[src/rtl/pipeline_stall_controller_if.sv]
// Hazard/busy inputs and stage-control outputs between the stall controller and the Otter pipeline.
interface pipeline_stall_controller_if #(
    parameter int CNT_W = 32
);
    logic             load_use_haz;
    logic             control_haz;
    logic             imem_busy;
    logic             dmem_busy;
    logic             pc_we;
    logic             if_de_we;
    logic             de_ex_we;
    logic             ex_mem_we;
    logic             mem_wb_we;
    logic             if_de_flush;
    logic             de_ex_flush;
    logic             stall_err;
    logic [CNT_W-1:0] stall_cnt;
    logic [CNT_W-1:0] flush_cnt;

    modport master (
        input  load_use_haz, control_haz, imem_busy, dmem_busy,
        output pc_we, if_de_we, de_ex_we, ex_mem_we, mem_wb_we,
        output if_de_flush, de_ex_flush, stall_err, stall_cnt, flush_cnt
    );

    modport slave (
        output load_use_haz, control_haz, imem_busy, dmem_busy,
        input  pc_we, if_de_we, de_ex_we, ex_mem_we, mem_wb_we,
        input  if_de_flush, de_ex_flush, stall_err, stall_cnt, flush_cnt
    );
endinterface

[src/rtl/pipeline_stall_controller.sv]
// Stage enable/flush sequencer for the 5-stage Otter pipeline; zero-latency outputs from state+inputs.
// A data-memory stall freezes every stage; a wrong-path fetch is drained through DISCARD.
module pipeline_stall_controller #(
    parameter int CNT_W   = 32,
    parameter int TIMEOUT = 255
) (
    input  logic                         CLK,
    input  logic                         RST,
    pipeline_stall_controller_if.master  bus
);
    typedef enum logic [1:0] {
        ST_RUN     = 2'd0,
        ST_DISCARD = 2'd1
    } state_t;

    localparam logic [15:0] TIMEOUT_V = TIMEOUT[15:0];

    state_t           r_state;
    state_t           w_state_nxt;
    logic [CNT_W-1:0] r_stall_cnt;
    logic [CNT_W-1:0] r_flush_cnt;
    logic [15:0]      r_frz_cnt;
    logic [15:0]      w_frz_nxt;
    logic             r_stall_err;

    logic w_pc_we;
    logic w_if_de_we;
    logic w_de_ex_we;
    logic w_ex_mem_we;
    logic w_mem_wb_we;
    logic w_if_de_flush;
    logic w_de_ex_flush;
    logic w_redirect;

    always_comb begin
        w_pc_we       = 1'b1;
        w_if_de_we    = 1'b1;
        w_de_ex_we    = 1'b1;
        w_ex_mem_we   = 1'b1;
        w_mem_wb_we   = 1'b1;
        w_if_de_flush = 1'b0;
        w_de_ex_flush = 1'b0;
        w_redirect    = 1'b0;
        w_state_nxt   = ST_RUN;
        if (RST) begin
            w_pc_we       = 1'b0;
            w_if_de_flush = 1'b1;
            w_de_ex_flush = 1'b1;
        end else if (bus.dmem_busy) begin
            w_pc_we     = 1'b0;
            w_if_de_we  = 1'b0;
            w_de_ex_we  = 1'b0;
            w_ex_mem_we = 1'b0;
            w_mem_wb_we = 1'b0;
            w_state_nxt = (r_state == ST_DISCARD) ? ST_DISCARD : ST_RUN;
        end else begin
            case (r_state)
                ST_DISCARD: begin
                    w_pc_we       = 1'b0;
                    w_if_de_flush = 1'b1;
                    w_state_nxt   = bus.imem_busy ? ST_DISCARD : ST_RUN;
                end
                default: begin
                    // A taken branch leaves the old fetch in flight when imem is still busy
                    if (bus.control_haz) begin
                        w_if_de_flush = 1'b1;
                        w_de_ex_flush = 1'b1;
                        w_redirect    = 1'b1;
                        w_state_nxt   = bus.imem_busy ? ST_DISCARD : ST_RUN;
                    end else if (bus.load_use_haz) begin
                        w_pc_we       = 1'b0;
                        w_if_de_we    = 1'b0;
                        w_de_ex_flush = 1'b1;
                    end else if (bus.imem_busy) begin
                        w_pc_we       = 1'b0;
                        w_if_de_flush = 1'b1;
                    end
                end
            endcase
        end
    end

    assign w_frz_nxt = (&r_frz_cnt) ? r_frz_cnt : r_frz_cnt + 16'd1;

    always_ff @(posedge CLK) begin
        if (RST) begin
            r_state     <= ST_RUN;
            r_stall_cnt <= '0;
            r_flush_cnt <= '0;
            r_frz_cnt   <= '0;
            r_stall_err <= 1'b0;
        end else begin
            r_state <= w_state_nxt;
            if (!w_pc_we && !(&r_stall_cnt)) begin
                r_stall_cnt <= r_stall_cnt + 1'b1;
            end
            if (w_redirect && !(&r_flush_cnt)) begin
                r_flush_cnt <= r_flush_cnt + 1'b1;
            end
            if (bus.dmem_busy) begin
                r_frz_cnt <= w_frz_nxt;
                if (w_frz_nxt == TIMEOUT_V) begin
                    r_stall_err <= 1'b1;
                end
            end else begin
                r_frz_cnt <= '0;
            end
        end
    end

    assign bus.pc_we       = w_pc_we;
    assign bus.if_de_we    = w_if_de_we;
    assign bus.de_ex_we    = w_de_ex_we;
    assign bus.ex_mem_we   = w_ex_mem_we;
    assign bus.mem_wb_we   = w_mem_wb_we;
    assign bus.if_de_flush = w_if_de_flush;
    assign bus.de_ex_flush = w_de_ex_flush;
    assign bus.stall_err   = r_stall_err;
    assign bus.stall_cnt   = r_stall_cnt;
    assign bus.flush_cnt   = r_flush_cnt;
endmodule

[src/flat_wrapper.sv]
// flat-port wrapper written by rule: the top's interface ports become plain ports
module pipeline_stall_controller_flat 
#(
    parameter int CNT_W   = 32,
    parameter int TIMEOUT = 255
)
  (CLK, RST, bus_load_use_haz, bus_control_haz, bus_imem_busy, bus_dmem_busy, bus_pc_we, bus_if_de_we, bus_de_ex_we, bus_ex_mem_we, bus_mem_wb_we, bus_if_de_flush, bus_de_ex_flush, bus_stall_err, bus_stall_cnt, bus_flush_cnt);
  pipeline_stall_controller_if #(.CNT_W(CNT_W)) bus_i ();
  input  logic CLK;
  input  logic RST;
  input wire logic [$bits(bus_i.load_use_haz)-1:0] bus_load_use_haz;
  input wire logic [$bits(bus_i.control_haz)-1:0] bus_control_haz;
  input wire logic [$bits(bus_i.imem_busy)-1:0] bus_imem_busy;
  input wire logic [$bits(bus_i.dmem_busy)-1:0] bus_dmem_busy;
  output wire logic [$bits(bus_i.pc_we)-1:0] bus_pc_we;
  output wire logic [$bits(bus_i.if_de_we)-1:0] bus_if_de_we;
  output wire logic [$bits(bus_i.de_ex_we)-1:0] bus_de_ex_we;
  output wire logic [$bits(bus_i.ex_mem_we)-1:0] bus_ex_mem_we;
  output wire logic [$bits(bus_i.mem_wb_we)-1:0] bus_mem_wb_we;
  output wire logic [$bits(bus_i.if_de_flush)-1:0] bus_if_de_flush;
  output wire logic [$bits(bus_i.de_ex_flush)-1:0] bus_de_ex_flush;
  output wire logic [$bits(bus_i.stall_err)-1:0] bus_stall_err;
  output wire logic [$bits(bus_i.stall_cnt)-1:0] bus_stall_cnt;
  output wire logic [$bits(bus_i.flush_cnt)-1:0] bus_flush_cnt;
  assign bus_i.load_use_haz = bus_load_use_haz;
  assign bus_i.control_haz = bus_control_haz;
  assign bus_i.imem_busy = bus_imem_busy;
  assign bus_i.dmem_busy = bus_dmem_busy;
  assign bus_pc_we = bus_i.pc_we;
  assign bus_if_de_we = bus_i.if_de_we;
  assign bus_de_ex_we = bus_i.de_ex_we;
  assign bus_ex_mem_we = bus_i.ex_mem_we;
  assign bus_mem_wb_we = bus_i.mem_wb_we;
  assign bus_if_de_flush = bus_i.if_de_flush;
  assign bus_de_ex_flush = bus_i.de_ex_flush;
  assign bus_stall_err = bus_i.stall_err;
  assign bus_stall_cnt = bus_i.stall_cnt;
  assign bus_flush_cnt = bus_i.flush_cnt;
  pipeline_stall_controller #(.CNT_W(CNT_W), .TIMEOUT(TIMEOUT)) u_core (.CLK(CLK), .RST(RST), .bus(bus_i));
endmodule
[config.mk]
export PLATFORM = sky130hd
export DESIGN_NAME = pipeline_stall_controller_flat
export DESIGN_NICKNAME = d
export VERILOG_FILES = /design/src/rtl/pipeline_stall_controller_if.sv /design/src/rtl/pipeline_stall_controller.sv /design/src/flat_wrapper.sv
export SDC_FILE = /design/constraint.sdc
export NUM_CORES = 1
export LEC_CHECK = 0
export ABC_AREA = 1
export CAP_MARGIN = 10
export CORE_UTILIZATION = 49
export CTS_BUF_LIST = sky130_fd_sc_hd__clkbuf_4
export DETAILED_ROUTE_END_ITERATION = 8
export PLACE_DENSITY = 0.83
export SKIP_CTS_REPAIR_TIMING = 1
export SLEW_MARGIN = 10
export SYNTH_ARGS = -nofsm -noshare
export SYNTH_HDL_FRONTEND = slang
export SYNTH_SLANG_ARGS = --single-unit
[constraint.sdc]
create_clock -name CLK -period 2.64 [get_ports CLK]
set_input_delay 0.396 -clock CLK [delete_from_list [all_inputs] [get_ports CLK]]
set_output_delay 0.396 -clock CLK [all_outputs]
set_load 0.02 [all_outputs]
=== Yosys cells after proc, flatten, opt, wreduce, memory -nomap -nowiden ===
Index checks and enable logic that the tools add are counted.

* Register bits: 83
* Latch bits: 0
* Memory bits (writable): 0
* Memory bits (read-only): 0
* Input port bits: 6
* Output and inout bits: 72
* Logic and storage cells: 55
* Memories kept: 0

* $add $sub $neg: 3
* $mul: 0
* Divide/modulo/power cells: 0
* Magnitude comparators: 0
* Eq/ne operators: 2
* Shift operators: 0
* Multiplexer cells: 34
* Bitwise gates (word level): 1
* Reductions and logical operators: 10

{| class="wikitable"
|+ Operators with widths
! cell !! number
|-
| adder 32 x 1 -> 32 bit (second input constant) || 2
|-
| AND reduction 32 bit || 2
|-
| two-way mux 1 bit || 30
|-
| adder 16 x 1 -> 16 bit (second input constant) || 1
|-
| == test 16 x 8 -> 1 bit (second input constant) || 1
|-
| two-way mux 16 bit || 1
|-
| AND reduction 16 bit || 1
|-
| two-way mux 2 bit || 3
|-
| logical NOT 1 bit || 3
|-
| == test 2 x 1 -> 1 bit (second input constant) || 1
|-
| logical AND 1 bit || 2
|-
| AND reduction 2 bit || 1
|-
| OR reduction 2 bit || 1
|-
| NOT 1 bit || 1
|}

=== Depth between registers and ports, before layout ===
Gate-level depths: netlist of run 1.

* Word-level depth: 8
* Depth in mapped cells: 13
* Gate-level depth less buffers: 13

=== Least setup slack after synthesis of run 1 ===
No wires, ideal clock.

* Kind: input-to-output
* Start point: in RST
* End point: out bus_ex_mem_we
* Arrival: 1.585 ns
* Data required time: 2.244 ns
* Path slack: 0.659 ns
* Stages: 4
* Path buffers: 2
* Cells stage by stage: clkbuf_1 -> nor2_1 -> clkinv_1 -> buf_4

* Cells in the longest elaborated chain, start to end: 1

{| class="wikitable"
|+ RTL lines
! what !! line !! RTL
|-
| from (decl) || flat_wrapper.sv:10 || <nowiki>input logic RST;</nowiki>
|-
| two-way mux 1 bit || n/a ||
|-
| to (decl) || flat_wrapper.sv:18 || <nowiki>output wire logic [$bits(bus_i.ex_mem_we)-1:0] bus_ex_mem_we;</nowiki>
|}

No other way between the ends.

=== Worst setup path after layout of run 1 ===
* Start point: in bus_control_haz
* End point: out bus_if_de_we

* Cells in the longest elaborated chain, start to end: 4

{| class="wikitable"
|+ RTL lines
! what !! line !! RTL
|-
| from (decl) || flat_wrapper.sv:12 || <nowiki>input wire logic [$bits(bus_i.control_haz)-1:0] bus_control_haz;</nowiki>
|-
| two-way mux 1 bit || pipeline_stall_controller.sv:65 || <nowiki>if (bus.control_haz) begin</nowiki>
|-
| two-way mux 1 bit || pipeline_stall_controller.sv:57 || <nowiki>case (r_state)</nowiki>
|-
| two-way mux 1 bit || pipeline_stall_controller.sv:49 || <nowiki>end else if (bus.dmem_busy) begin</nowiki>
|-
| two-way mux 1 bit || pipeline_stall_controller.sv:45 || <nowiki>if (RST) begin</nowiki>
|-
| to (decl) || flat_wrapper.sv:16 || <nowiki>output wire logic [$bits(bus_i.if_de_we)-1:0] bus_if_de_we;</nowiki>
|}

No other way between the ends.

==> impl_metrics.tcl, run 1 <==
set metrics [dict create \
    status "finished, final reports clean" \
    dp_cells 970 \
    cts_tree "built" \
    overflow 0 \
    firstDrtPassIters 6 \
    max-clock-path-buffers 2 \
    h-tree-depth 3 \
    synth.area.top_cells "dfxtp_1 33%, nand2_1 18%, nor2_1 7.3%" \
    finalWirelength_um 12300 \
    wl_per_cell_um 12.4 \
    ys_ff_latch 82 \
    cts_made_buffers 9 \
    critPathMaxFanout 6 \
    critPathRequiredTime_ns 2.24 \
    vdd_drop_max_mv 0.186 \
    area_growth_pct 19.7 \
    ys_types 35 \
    num-fill-cells 931 \
    path_common_cell "clkdlybuf4s50_1" \
    cap_violations 0 \
    fin_skew_ns 0.0299 \
    antenna_found_initial 0 \
    fmax_mhz 421 \
    yosysMostFrequentCell "nand2_1" \
    hpwlAfterDp_um 9240 \
    dpl_cell_area_mm2 0.00580 \
    slew_violations 0 \
    synth_top_area_share_pct 33.2 \
    cp.arrival_ns 1.98 \
    setup_viol 0 \
    synthFlopType "dfxtp_1" \
    crit_slowest_cell "clkdlybuf4s50_1" \
    coreArea_mm2 0.00977 \
    power_density_mw_per_mm2 354 \
    syn_avg_cell_area_um2 6.42 \
    grt_pass1_wl_um 20700 \
    worst_slack_ns 0.263 \
    synth_edf_count 0 \
    critPathKind "primary input to primary output" \
    syn-num-nets 780 \
    tightest_slew_ns 0.561 \
    max_slew_margin_pct 62.6 \
    gp_congestion 0.923 \
    layout_min_cycle_time_ns 2.38 \
    antenna_left 0 \
    vias 5058 \
    grt_pass1_vias 4591 \
    final_cells 986 \
    synthTopCellsByCount "238 x nand2_1, 96 x nor2_1, 82 x dfxtp_1" \
    crit_path_end_kind "primary output" \
    path_cells "clkdlybuf4s50_1 > nor3_1 > o21ai_0 > clkdlybuf4s50_1" \
    yosysTopAreaCell "dfxtp_1" \
    yosysWarnings 0 \
    ios 78 \
    dr.first_iter.drc_count 256 \
    p_leak_nw 2.13 \
    yosysSeqAreaShare_pct 33.2 \
    die_w_um 102 \
    worst-path-buf-inv 2 \
    dieArea_mm2 0.0105 \
    row_count 36 \
    critPathTopFamily "buffers and inverters" \
    rsz0062_at_grt "false" \
    clkLatencyLatePin_ns 0.45 \
    hold_class "primary input to register" \
    worst_setup_path_start_kind "primary input" \
    setup_tns_ns 0 \
    period_share_pct 90.0 \
    drive_gt1_share_pct 6.57 \
    die_y_um 102 \
    syn-instance-count 771 \
    grt_use_total_pct 24.8 \
    nNetsFinal 857 \
    async_reset_ff_share_pct 0 \
    fin_area_mm2 0.00592 \
    vias_per_cell 5.13 \
    grt_max_degree 46 \
    n_antenna_cell 0 \
    start_util_pct 50.6 \
    port_buffers 77 \
    syn_area_mm2 0.00495 \
    hold_violations 0 \
    drc 0 \
    crit_path_max_incr_delay_ns 0.68 \
    clock-sinks 82 \
    clkSlewWorstSetupHoldPaths_ns 0.14 \
    post-place-ws_ns 0.109 \
    cts_root_buf "clkbuf_4" \
]
path summary, 6_finish.rpt:
| check | start | endpoint | slack, ns | depth (start not counted) |
|---|---|---|---|---|
| setup / recovery | bus_control_haz | bus_if_de_we | 0.26 | 4 |
| hold / removal | RST | u_core.r_frz_cnt[14]$_SDFF_PP0_ | 0.44 | 5 |
| setup reg to reg | u_core.r_frz_cnt[0]$_SDFF_PP0_ | u_core.bus.stall_err$_SDFFE_PP0P_ | 0.48 | 13 |
| hold reg to reg | u_core.bus.stall_err$_SDFFE_PP0P_ | u_core.bus.stall_err$_SDFFE_PP0P_ | 0.46 | 2 |
cell type report:
cell class	count	area (µm²)	area share [%]
Timing Repair Buffer	86	836	14.1
Inverter	85	319	5.39
Clock inverter	7	53.8	0.908
Clock buffer	9	67.6	1.14
Sequential cell	82	1640	27.7
Tap cell	133	166	2.81
Multi-Input combinational cell	584	2840	47.9
state kept, by name, indices dropped and copies added, names as in the netlist:
register and cells:
u_core.bus.flush_cnt 32, u_core.bus.stall_cnt 32, u_core.bus.stall_err 1, u_core.r_frz_cnt 16, u_core.r_state 1
report_power, final:
part | internal (W) | switching (W) | leakage (nW) | total, W
Sequential | 0.00125 | 0.00000990 | 0.661 | 0.00126
Clock | 0.000202 | 0.000491 | 0.0658 | 0.000693
Combinational | 0.0000525 | 0.0000944 | 1.40 | 0.000147
cells by family after synthesis:
group	share of synthesized area, %
compound gates	9.99
xor+xnor	7.26
fa+ha+maj	0.759
buf+inv	9.43
flops	33.2
simple gates	39.4
metrics by stage:
step / hold slack, ns / utilization (%) / total power [W]
4_1_cts: 0.428 / 60.6 / 0.00211
6_report: 0.444 / 60.6 / 0.00210
2_1_floorplan: 0.506 / - / 0.00138
3_5_place_dp: 0.442 / 59.3 / 0.00143
3_3_place_gp: 0.438 / 59.3 / 0.00143
5_1_grt: 0.415 / 60.6 / 0.00219
cell usage in the layout (no fill, tap or decap), types with 3 or more instances in the layout:
| master | synthesis | routed |
|---|---|---|
| nor2_1 | 96 | 96 |
| nor2_4 | 3 | 3 |
| a21oi_2 | 7 | 7 |
| nand4_1 | 18 | 18 |
| inv_2 | 3 | 3 |
| nor2_2 | 5 | 5 |
| ha_1 | 3 | 3 |
| xnor2_1 | 8 | 8 |
| nor3_2 | 4 | 4 |
| xor2_1 | 33 | 33 |
| clkbuf_4 | 0 | 9 |
| nor3b_1 | 3 | 3 |
| clkdlybuf4s50_1 | 0 | 75 |
| a21oi_1 | 54 | 54 |
| dfxtp_1 | 82 | 82 |
| nand3b_1 | 4 | 4 |
| o21ai_0 | 25 | 25 |
| nand2_1 | 238 | 238 |
| buf_4 | 3 | 9 |
| nand3_1 | 34 | 34 |
| nor3_1 | 29 | 29 |
| nand2_2 | 5 | 5 |
| inv_1 | 81 | 81 |
worst register-to-register path: stages (launching register included):
cell	delay (ns)
dfxtp_1	0.45
ha_1	0.29
nand2_1	0.07
nor2_1	0.22
nand2_2	0.13
inv_2	0.06
nand2_2	0.20
nand2_1	0.13
nand2_1	0.08
nor2_1	0.09
nand2_1	0.06
nor2_1	0.11
nand2_1	0.07
a21oi_1	0.12
per-layer routing:
| metal | part of all wire, % | wire, µm | global-route usage [%] |
|---|---|---|---|
| met5 | 0 | 0 | 0 |
| met2 | 47 | 5730 | 42.2 |
| met1 | 45 | 5560 | 30.8 |
| met4 | 2.8 | 343 | 9.56 |
| met3 | 5.1 | 629 | 5.02 |
Power figures use the tool's default switching activity.
==> inputs of run 2 (changes only) <==
clock period = 2.8 ns   (was 2.64 ns; I/O delays follow)
==> run 2 against run 1 <==
Die area did not move. Sequential cell count did not move. Utilization rose by 0.28 points. Via count barely moved. Global-route usage rose by 0.43 points. Highest routed layer unchanged. Design area rose by 0.46%. Non-clock buffer count fell by 1.
==> impl_metrics.tcl, run 2 (synthesis results as in run 1) <==
set metrics [dict create \
    status "finished, final reports clean" \
    mostFrequentLayoutCells "238 x nand2_1, 96 x nor2_1, 82 x dfxtp_1, 81 x inv_1, 76 x clkdlybuf4s50_1" \
    h-tree-depth 3 \
    critPathMaxFanout 5 \
    n_antenna_cell 0 \
    clock-sinks 82 \
    grt_use_total_pct 25.2 \
    die_w_um 102 \
    gp_congestion 0.932 \
    cts_root_buf "clkbuf_4" \
    layout_min_cycle_time_ns 2.56 \
    die_y_um 102 \
    row_count 36 \
    area_growth_pct 20.3 \
    max_slew_margin_pct 63.0 \
    critPathRequiredTime_ns 2.38 \
    dr.first_iter.drc_count 241 \
    drc 0 \
    clkSlewWorstSetupHoldPaths_ns 0.13 \
    firstDrtPassIters 5 \
    hold_slack_ns 0.466 \
    finalWirelength_um 12300 \
    max-clock-path-buffers 2 \
    slew_violations 0 \
    setup_viol 0 \
    fmax_mhz 391 \
    grt_max_degree 46 \
    wl_per_cell_um 12.5 \
    worst_setup_path_start_kind "primary input" \
    rsz0062_at_grt "false" \
    nNetsFinal 856 \
    path_cells "clkdlybuf4s50_1 > nor2_1 > inv_1 > nor2_1 > nand2_1 > inv_1 > clkdlybuf4s50_1" \
    clkLatencyLatePin_ns 0.43 \
    antenna_found_initial 0 \
    crit_slowest_cell "clkdlybuf4s50_1" \
    cts_tree "built" \
    setup_tns_ns 0 \
    vias_per_cell 5.14 \
    period_share_pct 91.5 \
    fin_area_mm2 0.00595 \
    dpl_cell_area_mm2 0.00579 \
    start_util_pct 50.6 \
    p_leak_nw 2.13 \
    dieArea_mm2 0.0105 \
    cap_violations 0 \
    power_density_mw_per_mm2 358 \
    hold_class "register to register" \
    fin_skew_ns 0.0222 \
    drive_gt1_share_pct 6.46 \
    grt_pass1_vias 4661 \
    coreArea_mm2 0.00977 \
    layout_commonest_cell "nand2_1" \
    cp.arrival_ns 2.14 \
    overflow 0 \
    use_met3_pct 4.00 \
    vdd_drop_max_mv 0.245 \
    vias 5056 \
    use_met1_pct 32.1 \
    ios 78 \
    hold_violations 0 \
    grt_use_met2_pct 42.7 \
    crit_path_end_kind "primary output" \
    grt_pass1_wl_um 21100 \
    antenna_left 0 \
    tightest_slew_ns 0.555 \
    hpwlAfterDp_um 9230 \
    crit_path_max_incr_delay_ns 0.60 \
    cts_made_buffers 9 \
    busiest_layer "met2" \
    critPathKind "primary input to primary output" \
    port_buffers 77 \
]
[run 2: path summary, 6_finish.rpt]
kind                                      from                                end  slack (ns)  cells after the start
min          u_core.bus.stall_err$_SDFFE_PP0P_  u_core.bus.stall_err$_SDFFE_PP0P_        0.47                      2
max reg2reg     u_core.r_frz_cnt[0]$_SDFF_PP0_  u_core.bus.stall_err$_SDFFE_PP0P_        0.64                     13
max                              bus_dmem_busy                          bus_pc_we        0.24                      7
min reg2reg  u_core.bus.stall_err$_SDFFE_PP0P_  u_core.bus.stall_err$_SDFFE_PP0P_        0.47                      2
[run 2: area by class of cell]
| class | count | area, µm² |
|---|---|---|
| fill | 929 | 3820 |
| multi-input combinational | 584 | 2840 |
| sequential | 82 | 1640 |
| timing repair buffer | 85 | 826 |
| inverter | 85 | 319 |
| tap | 133 | 166 |
| clock inverter | 6 | 91.3 |
| clock buffer | 9 | 67.6 |
[run 2: power by group]
group	switching, W	internal, W	leakage [nW]
registers	0.00000971	0.00118	0.661
clock network	0.000447	0.000363	0.0864
logic	0.0000891	0.0000490	1.38
[run 2: worst max-delay path, delay by kind of cell]
kind	cells	cell delay, ns
AND/OR/NAND/NOR	3	0.46
buffers and inverters	4	1.26
[run 2: routing by layer]
metal	vias to the layer above	wire [µm]
li1	2604	-
met1	2269	5620
met2	156	5780
met3	27	601
met4	0	308
met5	-	0
[run 2: through the flow]
stage                     worst slack (ns)  power (W)  util (%)  instances
after CTS                            0.234    0.00215      60.9        984
final                                0.239    0.00213      60.9        984
after global placement               0.252    0.00135      59.3        969
after detailed placement             0.235    0.00135      59.3        969
after floorplan                      0.771    0.00130         -        771
after global routing                 0.132    0.00222      60.9        984
==> inputs of run 3 (changes only) <==
ABC_AREA = default   (was 1)
PLACE_DENSITY = 0.85   (was 0.83)
==> run 3 against run 2 <==
The flow now finishes with violations (design-rule violations). Via count is 26% lower. Utilization is 1.6 points higher. Die area is 16% lower. Count of clock-buffer cells in the layout is 2 higher. Sequential power hardly changed. Sequential cell count stayed put. Synthesized cell count is 36% lower. Worst setup slack better by 0.0082 ns. First-iteration DRC count is 22% lower. Register-to-register slack worse by 0.13 ns. Synthesized area is 17% lower. Worst hold slack worse by 0.099 ns.
==> impl_metrics.tcl, run 3 <==
set metrics [dict create \
    max-clock-path-buffers 2 \
    grt_use_total_pct 21.8 \
    cts_root_buf "clkbuf_4" \
    drive_gt1_share_pct 7.50 \
    status "complete, but fails checks" \
    gp_congestion 0.864 \
    dieArea_mm2 0.00878 \
    start_util_pct 50.4 \
    area_growth_pct 23.9 \
    synth_top_area_share_pct 39.8 \
    crit_path_end_kind "primary output" \
    power.switching_w 0.000455 \
    critPathKind "primary input to primary output" \
    use_met3_pct 4.69 \
    period_share_pct 91.2 \
    path_common_cell "clkdlybuf4s50_1" \
    clkLatencyLatePin_ns 0.41 \
    ios 78 \
    switching_share_pct 23.2 \
    vdd_drop_max_mv 0.194 \
    grt_max_degree 57 \
    power_w 0.00196 \
    hold_slack_ns 0.367 \
    cts_made_buffers 9 \
    grt_use_met2_pct 35.5 \
    firstDrtPassIters 7 \
    overflow 0 \
    path_cells "clkdlybuf4s50_1 > nor2_1 > a21oi_1 > or2_2 > a21boi_0 > clkdlybuf4s50_1" \
    holdPathStages 2 \
    rsz0062_at_grt "false" \
    crit_path_max_incr_delay_ns 0.63 \
    crit_slowest_cell "clkdlybuf4s50_1" \
    final_cells 678 \
    grt_pass1_vias 3285 \
    power_density_mw_per_mm2 384 \
    num-fill-cells 682 \
    layout_commonest_cell "nor2_1" \
    pwr-share-comb_pct 5.7 \
    cap_violations 0 \
    synthTopCellsByCount "88 x nor2_1, 82 x dfxtp_1, 41 x xor2_1" \
    use_met1_pct 28.1 \
    tightest_slew_ns 0.579 \
    yosysTopAreaCell "dfxtp_1" \
    max_slew_margin_pct 61.4 \
    hpwlAfterDp_um 6880 \
    ys_types 55 \
    yosysWarnings 0 \
    hold_violations 0 \
    slew_violations 0 \
    r2r_cells 7 \
    syn_avg_cell_area_um2 8.34 \
    drc 2 \
    die_y_um 93.7 \
    p_leak_nw 1.70 \
    multi_input_comb_area_mm2 0.00234 \
    finalWirelength_um 9490 \
    ys_ff_latch 82 \
    fmax_mhz 392 \
    busiest_layer "met2" \
    setup_tns_ns 0 \
    critPathMaxFanout 6 \
    fin_skew_ns 0.0193 \
    h-tree-depth 3 \
    dpl_cell_area_mm2 0.00498 \
    cts_tree "built" \
    nNetsFinal 578 \
    row_count 33 \
    hold_class "primary input to register" \
    layout_min_cycle_time_ns 2.55 \
    coreArea_mm2 0.00818 \
    clockPowerShare_pct 33.8 \
    syn_area_mm2 0.00412 \
    vias 3751 \
    vias_per_cell 5.53 \
    dp_cells 663 \
    n_antenna_cell 0 \
    setup_viol 0 \
    yosysSeqAreaShare_pct 39.8 \
    grt_pass1_wl_um 15300 \
    clock-sinks 82 \
    worst_setup_path_start_kind "primary input" \
    mostFrequentLayoutCells "88 x nor2_1, 82 x dfxtp_1, 76 x clkdlybuf4s50_1, 41 x xor2_1, 40 x nand2_1" \
    internal_power_w 0.00150 \
    seqPwrFrac_pct 60.5 \
    antenna_left 0 \
    async_reset_ff_share_pct 0 \
    synthFlopType "dfxtp_1" \
    synth_edf_count 0 \
    die_w_um 93.7 \
    dr.first_iter.drc_count 187 \
    syn-instance-count 494 \
    port_buffers 77 \
    fin_area_mm2 0.00511 \
    synth.area.top_cells "dfxtp_1 40%, xor2_1 8.7%, nor2_1 8.0%" \
    syn-num-nets 503 \
    clkSlewWorstSetupHoldPaths_ns 0.10 \
    antenna_found_initial 0 \
    cp.arrival_ns 2.13 \
    wl_per_cell_um 14.0 \
    critPathRequiredTime_ns 2.38 \
    violations "design-rule violations" \
    yosysMostFrequentCell "nor2_1" \
    regArea_mm2 0.00164 \
]
[run 3: changes by cell type in the layout (fill, tap and decap cells not counted), moves of 7 or more]
cell	previous run	this run
nor2_1	96	88
xnor2_1	8	20
nand4_1	18	25
or3_1	0	12
o21ai_0	25	13
nand2_1	238	40
inv_1	81	10
mux2i_1	0	9
nor3_1	29	10
and3_1	1	12
xor2_1	33	41
a21oi_1	54	15
[run 3: metal layers]
metal / up-vias / wire length [µm]
met4: 0 / 184
met2: 112 / 4660
met3: 14 / 492
met5: - / 0
li1: 1861 / -
met1: 1764 / 4160
[run 3: power by group through the flow]
stage               combinational, W  sequential, W  clock, W
floorplan                  0.0000591        0.00122         0
detailed placement          0.000112        0.00121         0
global route                0.000122        0.00119  0.000726
CTS                         0.000113        0.00119  0.000671
finish                      0.000112        0.00119  0.000662
global placement            0.000109        0.00121         0
[run 3: kinds of logic after synthesis]
logic type      share of synthesized area [%]
simple gates                             32.3
flops                                    39.8
xor+xnor                                 13.0
compound gates                           8.53
buf+inv                                  3.31
mux                                      2.19
fa+ha+maj                               0.911
[run 3: worst max-delay path: cells and delay by family]
family,cells,cell delay (ns)
AOI/OAI and AO/OA,2,0.31
and+or+nand+nor,2,0.21
buffers and inverters,2,1.20
[run 3: area by class of cell]
cell class              instances  share of cell area, %
inverters                      12                  0.882
well taps                     105                   2.57
repair buffers                 84                   16.0
flip-flops and latches         82                   32.1
clock buffers                  11                   1.62
clock inverters                 4                  0.858
multi-input cells             380                   45.9
[run 3: through the flow]
step,utilization (%),setup slack (ns)
floorplan,-,0.763
global placement,60.9,0.265
detailed placement,60.9,0.165
CTS,62.5,0.257
global route,62.5,0.0953
finish,62.5,0.247
[run 3: worst paths after layout]
kind | startpoint | endpoint | slack (ns)
min | RST | u_core.bus.stall_cnt[29]$_SDFFE_PP0P_ | 0.37
min reg2reg | u_core.bus.stall_cnt[27]$_SDFFE_PP0P_ | u_core.bus.stall_cnt[27]$_SDFFE_PP0P_ | 0.50
max | bus_control_haz | bus_if_de_flush | 0.25
max reg2reg | u_core.r_frz_cnt[0]$_SDFF_PP0_ | u_core.r_frz_cnt[3]$_SDFF_PP0_ | 0.51
==> RTL edit (flow settings as in run 1) <==
Make the reset (`RST`) asynchronous in one clocked block.
--- a/src/rtl/pipeline_stall_controller.sv
+++ b/src/rtl/pipeline_stall_controller.sv
@@ -82,7 +82,7 @@
 
     assign w_frz_nxt = (&r_frz_cnt) ? r_frz_cnt : r_frz_cnt + 16'd1;
 
-    always_ff @(posedge CLK) begin
+    always_ff @(posedge CLK or posedge RST) begin
         if (RST) begin
             r_state     <= ST_RUN;
             r_stall_cnt <= '0;
Behaviour: differs if RST is asserted again (counterexample within 4 cycles, from zero or initial values and one cycle with RST high); with RST held inactive, the same outputs for 10 cycles.
==> RTL edit against run 1 <==
- area after synthesis is 0.68% lower
- critical path type unchanged
- design area is 2.6% higher
- setup slack worse by 0.22 ns
- sequential cell count stayed put
- routed wire length is 0.46% lower
Power is not compared: it rests on default switching activity, and its combinational part moved more than twofold at a synthesized area within 25%.
==> RTL edit: results (changes against run 1) <==
outcome:
  outcome: "complete, no violations"
synth:
  async_flop_share: 1.00  # +1.00
  synth_ff_type: "dfrtp_1"
  synth_cells: 671  # -13%
  synth_commonest_cells: "207 x nand2_1, 88 x nor2_1, 82 x dfrtp_1"
  synthAdderAreaFrac: 0.00764  # +0.0000521
  synth_cell_types: 33  # -5.7%
  ys_seq_area_frac: 0.418  # +0.0858
  synth_compound_area_frac: 0.0311  # -0.0688
  synthTopCellsByArea: "dfrtp_1 42%, nand2_1 16%, nor2_1 6.7%, xor2_1 6.6%, inv_1 5.8%"
critical_path:
  crit_arrival_ns: 2.20  # +0.22 ns
  cp_max_fo: 4  # -2
  r2r_end: "u_core.bus.stall_cnt[14]$_DFFE_PP0P_"
  r2r_cells: 10  # -3
  cp_slowest_stage_delay_ns: 0.60  # -0.08 ns
  critPathTopFamily: "buffers and inverters"
  r2r_start: "u_core.bus.stall_cnt[0]$_DFFE_PP0P_"
cells_and_area:
  clock_area_frac: 0.0344  # +0.0139
  sh_seq_area: 0.338  # +0.0606
  n_all_inverters: 78  # -8.2%
  fin_nets: 765  # -11%
  multi_input_area_share: 0.414  # -0.0657
  multi_input_comb_cells: 499  # -15%
grt:
  grt_use_met3: 0.0643  # +0.0141
  groute.usage.overall: 0.249  # +0.000441
  gr-usage-met1: 0.314  # +0.00572
  grt_pass1_wl_mm: 20.1  # -2.8%
  use_met2: 0.413  # -0.00904
sta:
  setup_viol: 0  # unchanged
  slew_headroom: 0.336  # -0.290
hold_path:
  hold_start: "u_core.bus.stall_err$_DFFE_PP0P_"
  min_path_type: "reg -> reg"
  whs_path_depth: 2  # -3
  min_to: "u_core.bus.stall_err$_DFFE_PP0P_"
placed_design:
  gp_congestion: 0.936  # +1.3%
  place_ws_ns: 0.0722  # -0.0370 ns
routing:
  dr_wl_met3_um: 799  # +27%
  vias: 4681  # -7.5%
  dr_wl_met2_mm: 5.92  # +3.4%
  first_pass_iters: 5  # -1
  wire_per_inst_um: 13.7  # +9.8%
  wl_met1_mm: 5.23  # -5.9%
RTL edit: changes by cell type in the layout (fill, tap and decap cells not counted), moves of 6 or more:
cell	change
nor2_1	-8
a21oi_2	-6
o21ai_0	-9
dfrtp_1	+82
xnor2_1	+15
a21oi_1	-48
inv_1	-6
nand2_1	-31
dfxtp_1	-82
RTL edit: worst max path at each step:
stage	startpoint	endpoint	slack [ns]	cells after the start
2_1_floorplan	RST	bus_if_de_flush	-0.19	3
3_3_place_gp	RST	bus_if_de_flush	0.12	6
3_5_place_dp	RST	bus_if_de_flush	0.07	6
4_1_cts	RST	bus_if_de_flush	0.06	6
5_1_grt	RST	bus_if_de_flush	0.0004	6
6_report	RST	bus_if_de_flush	0.05	6
RTL edit: cell families after synthesis:
| logic type | Yosys count |
|---|---|
| XOR/XNOR | 60 |
| AO/OA/AOI/OAI | 28 |
| AND/OR/NAND/NOR | 408 |
| adder cells (fa/ha/maj) | 3 |
| flip-flops | 82 |
| buffers and inverters | 90 |
RTL edit: tightest hold or removal path: stages, from the launching register on:
cell and delay, ns:
dfrtp_1 0.38, inv_1 0.04, nand2_1 0.05
RTL edit: per-stage QoR:
| stage | cells | hold WS (ns) | area (um2) | TNS [ns] | util |
|---|---|---|---|---|---|
| after global placement | 878 | 0.451 | 5870 | 0 | 0.603 |
| after floorplan | 671 | 0.534 | 4940 | -0.186 | - |
| after detailed placement | 878 | 0.454 | 5870 | 0 | 0.603 |
| after CTS | 894 | 0.495 | 6080 | 0 | 0.624 |
| final | 894 | 0.494 | 6080 | 0 | 0.624 |
| after global routing | 894 | 0.524 | 6080 | 0 | 0.624 |
RTL edit: report_power, final:
group,switching [mW],total (mW),internal (mW),leakage [nW]
clock,0.455,1.03,0.575,0.108
combinational,0.420,0.738,0.318,1.60
sequential,0.155,1.52,1.36,1.06
